File: config.mk
export PLATFORM = sky130hd
export DESIGN_NAME = uart_receiver
export DESIGN_NICKNAME = d
export VERILOG_FILES = /design/src/rtl/uart_pkg.sv /design/src/rtl/rx_sync.sv /design/src/rtl/uart_receiver.sv
export SDC_FILE = /design/constraint.sdc
export NUM_CORES = 1
export LEC_CHECK = 0
export CORE_ASPECT_RATIO = 0.7
export CORE_MARGIN = 4
export CORE_UTILIZATION = 46
export CTS_CLUSTER_SIZE = 14
export DETAILED_ROUTE_END_ITERATION = 10
export PLACE_DENSITY = 0.75
export SLEW_MARGIN = 20
export SYNTH_ARGS = -nofsm -noshare
export SYNTH_HDL_FRONTEND = slang
export SYNTH_SLANG_ARGS = --single-unit
export TNS_END_PERCENT = 1
File: constraint.sdc
create_clock -name clk -period 1.8 [get_ports clk]
set_input_delay 0.27 -clock clk [delete_from_list [all_inputs] [get_ports clk]]
set_output_delay 0.27 -clock clk [all_outputs]
set_load 0.01 [all_outputs]
File: src/rtl/uart_pkg.sv
// Shared UART constants and receiver state encoding.
// Also used by the companion transmitter.
package uart_pkg;

   localparam int CLKS_PER_BIT_DEFAULT = 868;
   localparam int HALF_BIT = CLKS_PER_BIT_DEFAULT / 2;

   typedef enum logic [1:0] {
      IDLE,
      START,
      DATA,
      STOP
   } rx_state_t;

   function automatic int half_bit(input int cpb);
      return cpb / 2;
   endfunction

endpackage

File: src/rtl/rx_sync.sv
// Two-flop synchronizer for the asynchronous serial line.
// Resets to the idle (high) level so no false start follows reset.
module rx_sync (
   input  logic clk,
   input  logic reset,
   input  logic rx,
   output logic rxS
);

   logic meta;

   always_ff @(posedge clk) begin
      if (reset) begin
         meta <= 1'b1;
         rxS  <= 1'b1;
      end else begin
         meta <= rx;
         rxS  <= meta;
      end
   end

endmodule

File: src/rtl/uart_receiver.sv
// 8N1 UART receiver with mid-bit sampling and a shift-style
// history buffer of the last BUF_DEPTH good bytes.
module uart_receiver
   import uart_pkg::*;
#(
   parameter int CLKS_PER_BIT = CLKS_PER_BIT_DEFAULT,
   parameter int BUF_DEPTH    = 4
) (
   input  logic       clk,
   input  logic       reset,
   input  logic       RX,
   input  logic       bufClear,
   output logic [7:0] rxData,
   output logic       rxValid,
   output logic       frameError,
   output logic [7:0] RXBUF [BUF_DEPTH],
   output logic [7:0] outLight
);

   localparam int CW = $clog2(CLKS_PER_BIT);
   localparam logic [CW-1:0] BIT_LAST  = CW'(CLKS_PER_BIT - 1);
   localparam logic [CW-1:0] HALF_LAST = CW'(half_bit(CLKS_PER_BIT) - 1);

   logic          rxS;
   logic          rx_prev;
   rx_state_t     state;
   logic [CW-1:0] cnt;
   logic [2:0]    bit_idx;
   logic [7:0]    shreg;

   rx_sync u_sync (
      .clk  (clk),
      .reset(reset),
      .rx   (RX),
      .rxS  (rxS)
   );

   assign outLight = RXBUF[0];

   always_ff @(posedge clk) begin
      if (reset) begin
         state      <= IDLE;
         cnt        <= '0;
         bit_idx    <= '0;
         shreg      <= '0;
         rxData     <= '0;
         rxValid    <= 1'b0;
         frameError <= 1'b0;
         rx_prev    <= 1'b1;
         for (int i = 0; i < BUF_DEPTH; i++) RXBUF[i] <= '0;
      end else begin
         rx_prev <= rxS;
         rxValid <= 1'b0;
         if (bufClear) begin
            for (int i = 0; i < BUF_DEPTH; i++) RXBUF[i] <= '0;
         end
         unique case (state)
            IDLE: begin
               cnt     <= '0;
               bit_idx <= '0;
               if (rx_prev && !rxS) state <= START;
            end
            START: begin
               if (cnt == HALF_LAST) begin
                  cnt   <= '0;
                  state <= rxS ? IDLE : DATA;
               end else begin
                  cnt <= cnt + 1'b1;
               end
            end
            DATA: begin
               if (cnt == BIT_LAST) begin
                  cnt     <= '0;
                  shreg   <= {rxS, shreg[7:1]};
                  bit_idx <= bit_idx + 1'b1;
                  if (bit_idx == 3'd7) state <= STOP;
               end else begin
                  cnt <= cnt + 1'b1;
               end
            end
            STOP: begin
               if (cnt == BIT_LAST) begin
                  cnt   <= '0;
                  state <= IDLE;
                  if (rxS) begin
                     rxData     <= shreg;
                     rxValid    <= 1'b1;
                     frameError <= 1'b0;
                     // a simultaneous clear drops the byte from history
                     if (!bufClear) begin
                        for (int i = BUF_DEPTH - 1; i > 0; i--)
                           RXBUF[i] <= RXBUF[i-1];
                        RXBUF[0] <= shreg;
                     end
                  end else begin
                     frameError <= 1'b1;
                  end
               end else begin
                  cnt <= cnt + 1'b1;
               end
            end
            default: state <= IDLE;
         endcase
      end
   end

endmodule
Yosys cells after proc, flatten, opt, wreduce, memory -nomap -nowiden:

Index checks and enable logic that the tools add are counted.
W data, S select, Z words.

* $add $sub $neg: 2
* equal/unequal tests: 11
* muxes and demuxes: 19
* bitwise gates (word level): 2
* reductions and logical operators: 11

Operators by type and width (number)
* $mux W32: 5
* $pmux W10 S3: 1
* $mux W10: 2
* $mux W2: 6
* $add A10 B1 Y10 const B: 1
* $eq A10 B10 Y1 const B: 1
* $eq A10 B9 Y1 const B: 1
* $ne A2 B2 Y1 const B: 5
* $pmux W2 S4: 1
* $pmux W3 S2: 1
* $reduce_and A2 Y1: 3
* $reduce_and A5 Y1: 1
* $eq A2 B2 Y1 const B: 2
* $add A3 B1 Y3 const B: 1
* $eq A3 B3 Y1 const B: 1
* $mux W3: 1
* $reduce_and A3 Y1: 1
* $reduce_or A3 Y1: 1
* $eq A2 B1 Y1 const B: 1
* $logic_not A2 Y1: 1
* $mux W1: 2
* $not A1 Y1: 2
* $reduce_bool A2 Y1: 1
* $reduce_or A2 Y1: 1
* 2 further kinds: 2

* register bits after elaboration: 68
* word-level logic and storage cells: 59

Longest topological paths before layout:

Gate-level depths: netlist (run 1).

* depth after elaboration: 5
* gate-level depth with buffers: 7
* depth with buffers taken out: 5

Cells and area by module:

From an unflattened synthesis (run 1), not the netlist that was laid out.

* cells, all modules: 284
* area, all modules: 2876.5 um^2

Modules (own cells, without submodules)
* uart_receiver: instances 1, cells each 280, area each 2824.0 um^2
* rx_sync: instances 1, cells each 4, area each 52.6 um^2

Least setup slack after synthesis (run 1):

No wires, ideal clock.

* path kind: reg2reg
* from: reg cnt[0]
* to: reg RXBUF[0] in the netlist's numbering
* library setup time: 0.120 ns
* data arrival time: 1.782 ns
* required time: 1.680 ns
* setup slack: -0.101 ns
* stages on the path, launching flop included: 8
* period minus slack after synthesis: 1.901 ns
* cells stage by stage: dfxtp_1 ha_1 nand2b_1 clkbuf_1 or4_1 buf_2 buf_6 mux2i_1

* longest elaborated chain between the ends: 3

RTL lines
* start, declared: line uart_receiver.sv:27 `logic [CW-1:0] cnt;`
* start signal, assigned: line uart_receiver.sv:68 `cnt <= cnt + 1'b1;`
* start signal, assigned: line uart_receiver.sv:78 `cnt <= cnt + 1'b1;`
* start signal, assigned: line uart_receiver.sv:99 `cnt <= cnt + 1'b1;`
* $eq A10 B10 Y1: line uart_receiver.sv:82 `if (cnt == BIT_LAST) begin`
* $mux W32: line uart_receiver.sv:82
* $mux W32: line uart_receiver.sv:57 `unique case (state)`
* end signal, assigned by index: line uart_receiver.sv:92 `RXBUF[i] <= RXBUF[i-1];`
* end, declared: line uart_receiver.sv:16 `output logic [7:0] RXBUF [BUF_DEPTH],`

Every way passes these cells.
A chain may end at the register's enable or synchronous reset.

Final worst setup path (run 1):

* from: reg cnt[2]
* to: reg RXBUF[3] in the netlist's numbering

Same word-level chain as after synthesis.

==> impl_metrics.py, run 1 <==
metrics = {
    "power_and_ir_drop": {
        "powerDensity_nw_per_um2": 733,
        "p_leak_nw": 1.48,
        "worst_ir_drop_vdd_uv": 600,
        "p_total_w": 0.00281,
    },
    "clock_network": {
        "htree_levels": 3,
        "ctsRootBufferMaster": "clkbuf_8",
        "clock_latency_ns": 0.35,
        "cts_tree": "yes",
        "cts_buffers": 9,
        "clock-sinks": 68,
        "cts_max_path_buffers": 2,
        "clkTransAtPathRegs_ns": 0.07,
    },
    "drt": {
        "num_vias": 2289,
        "first_pass_iters": 4,
        "wl_um": 6310,
        "avgRoutedWirePerCell_um": 14.7,
        "drt_iter0_drc": 146,
        "ant_nets": 0,
        "drc": 0,
        "viasPerCell": 5.32,
    },
    "layout": {
        "drive_gt1_frac": 0.169,
        "nets": 358,
        "multi_input_area_um2": 1370,
        "diodes": 0,
        "fin_cells": 430,
        "register_area_um2": 1360,
        "final_util": 0.650,
        "area.growth.synth_to_final_pct": 33.5,
        "nFillCells": 468,
    },
    "setup_path": {
        "reg2regPathDepth": 4,
        "crit_arrival_ns": 1.97,
        "rr_startpoint": "cnt[2]",
        "path_class": "register to register",
        "r2r_setup_slack_ns": 0.05,
        "startpoint": "cnt[2]",
        "end_kind": "register",
        "r2r_end": "RXBUF[3]",
        "worstPathMaxFanout": 25,
        "required_ns": 2.02,
        "startpoint_type": "register",
    },
    "grt": {
        "track_usage": 0.168,
        "grt_max_degree": 31,
        "grt_pass1_vias": 1983,
        "grt_pass1_wl_um": 9780,
        "overflow": 0,
        "antenna_found_initial": 0,
    },
    "placement": {
        "place_inst": 413,
        "dpl.hpwl_um": 4480,
        "globalplace.congestion": 0.830,
        "portBuffers": 53,
        "pre_cts_ws_ns": 0.0368,
    },
    "sta": {
        "slew_headroom": 0.613,
        "setup_viol": 0,
        "period_share": 0.972,
        "max_freq_mhz": 571,
        "maxSlewViolCount": 0,
        "worst_pin_slew_ns": 0.580,
        "finalHoldViolCount": 0,
        "clock-skew-final_ns": 0.0111,
        "final.setup.tns_ns": 0,
        "setup_slack_ns": 0.0501,
        "min_period_ns": 1.75,
        "rsz0062_at_grt": "yes",
    },
    "floorplan": {
        "core-area_um2": 5900,
        "die_y_um": 74.1,
        "fp.dieW_um": 102,
        "ios": 54,
        "rows": 23,
        "initial_core_util": 0.487,
        "floorplan.die_area_um2": 7600,
    },
    "hold_path": {
        "worstHoldEndpoint": "u_sync.rxS",
        "hp-class": "register to register",
        "worstHoldStart": "u_sync.meta",
        "whs_path_depth": 1,
    },
    "synthesis": {
        "synth_cells": 284,
        "ys_seq_area_frac": 0.473,
        "synth_cell_types": 42,
        "yosysTopAreaCellShare": 0.473,
        "netlist.top_cell.by_area": "dfxtp_1",
        "ys_warn_count": 0,
        "ys_top_cells_by_area": "dfxtp_1 (47%), mux2i_1 (17%), nand2_1 (5.6%)",
        "avgSynthCellArea_um2": 10.1,
        "ys_seq_elements": 68,
        "syn_area_um2": 2880,
        "synth.net_count": 292,
    },
    "outcome": {
        "status": "finished clean",
    },
    "job": {
        "drv_cap": 0,
    },
}
-- sequential cells by signal, indices dropped and copies added, names as in the netlist, named ones only --
name         cells
state            1
shreg            8
rxData           8
bit_idx          3
rxValid          1
outLight         8
RXBUF           24
u_sync.rxS       1
frameError       1
cnt             10
rx_prev          1
u_sync.meta      1
-- worst max-delay path: stages (launching register included) --
cell and delay [ns]:
dfxtp_1 0.31, or3b_1 0.38, or4_1 0.58, buf_12 0.20, mux2i_1 0.14
-- cells in the final DEF (no fill, tap or decap), drive strengths merged, types with 3 or more instances in the layout --
cell type      instances
nand4                  5
or4                    3
inv                    7
nor3b                  3
buf                   26
o31ai                  4
clkinvlp               3
nor2b                  4
a21oi                  5
nand2                 43
nand3                  4
dfxtp                 68
nand2b                22
or3                    4
mux2i                 49
nor4                   3
or2                    4
o21ai                  4
a22oi                  5
clkbuf                 9
clkdlybuf4s50         53
ha                     4
-- cell families after synthesis --
family | count (synthesis) | synth area share
and+or+nand+nor | 103 | 0.198
DFF | 68 | 0.473
muxes | 49 | 0.171
buffers and inverters | 30 | 0.0631
AOI/OAI and AO/OA | 27 | 0.0688
adders and majority gates | 4 | 0.0174
xor gates and xnor gates | 3 | 0.00914
-- through the flow --
stage | hold WS [ns] | instance area [um^2]
floorplan | 0.374 | 2880
global placement | 0.392 | 3580
detailed placement | 0.417 | 3580
CTS | 0.435 | 3780
global route | 0.459 | 3840
finish | 0.430 | 3840
-- synth_stat cells --
cell type	count
buf_4	8
nor2b_1	4
a31oi_1	1
or4bb_1	1
nor4_4	1
nand4b_1	1
a21oi_1	5
or3_1	4
dfxtp_1	68
nand4_1	5
o41ai_1	1
xnor2_1	2
o31ai_1	2
a22o_1	1
nor3b_1	3
or3b_1	1
o32ai_1	2
nand2_1	43
nor3_1	1
a31o_2	1
and4b_1	1
inv_1	6
o311ai_0	1
or4_1	2
o31ai_2	2
buf_2	1
or4_4	1
xor2_1	1
nand3_1	4
nor2_1	2
or2_2	4
buf_6	5
nor4_1	2
nor4b_1	1
a41oi_1	1
nand2b_1	22
ha_1	4
o21ai_0	4
o21bai_1	1
mux2i_1	49
a22oi_1	5
clkbuf_1	10
-- worst max-delay path by stage --
stage	to	slack (ns)	cells after the start
3_5_place_dp	bit_idx[1]	0.04	5
2_1_floorplan	RXBUF[0]	-0.06	7
6_report	RXBUF[3]	0.05	4
3_3_place_gp	state[0]	0.04	6
5_1_grt	bit_idx[2]	-0.01	4
4_1_cts	bit_idx[1]	0.02	4
-- final cells by class --
class / count / share of cell area
Multi-Input combinational cell: 186 / 0.357
Tap cell: 75 / 0.0245
Clock buffer: 9 / 0.0323
Inverter: 6 / 0.00587
Sequential cell: 68 / 0.355
Timing Repair Buffer: 79 / 0.205
Clock inverter: 7 / 0.0196
-- power by group --
part	total (W)	switching, W	internal [W]
combinational	0.0000681	0.0000358	0.0000323
sequential	0.00151	0.00000269	0.00151
clock	0.00124	0.000592	0.000643
-- metal layers --
| metal | GRT usage | part of all wire |
|---|---|---|
| met1 | 0.235 | 0.47 |
| met2 | 0.242 | 0.44 |
| met3 | 0.0619 | 0.072 |
| met4 | 0.0568 | 0.013 |
| met5 | 0 | 0 |
-- repair_timing --
action | CTS | global route
hold endpoints to repair | 0 | 0
resized for setup | 0 | 7
setup endpoints to repair | 0 | 34
hold buffers | 0 | 0
setup buffers | 0 | 1
Power figures use the tool's default switching activity.
==> run 2: changes to the inputs <==
- CTS_CLUSTER_SIZE: 14 -> 24
==> results of run 2 <==
No change in the layout: final DEF, timing and power equal those of run 1.
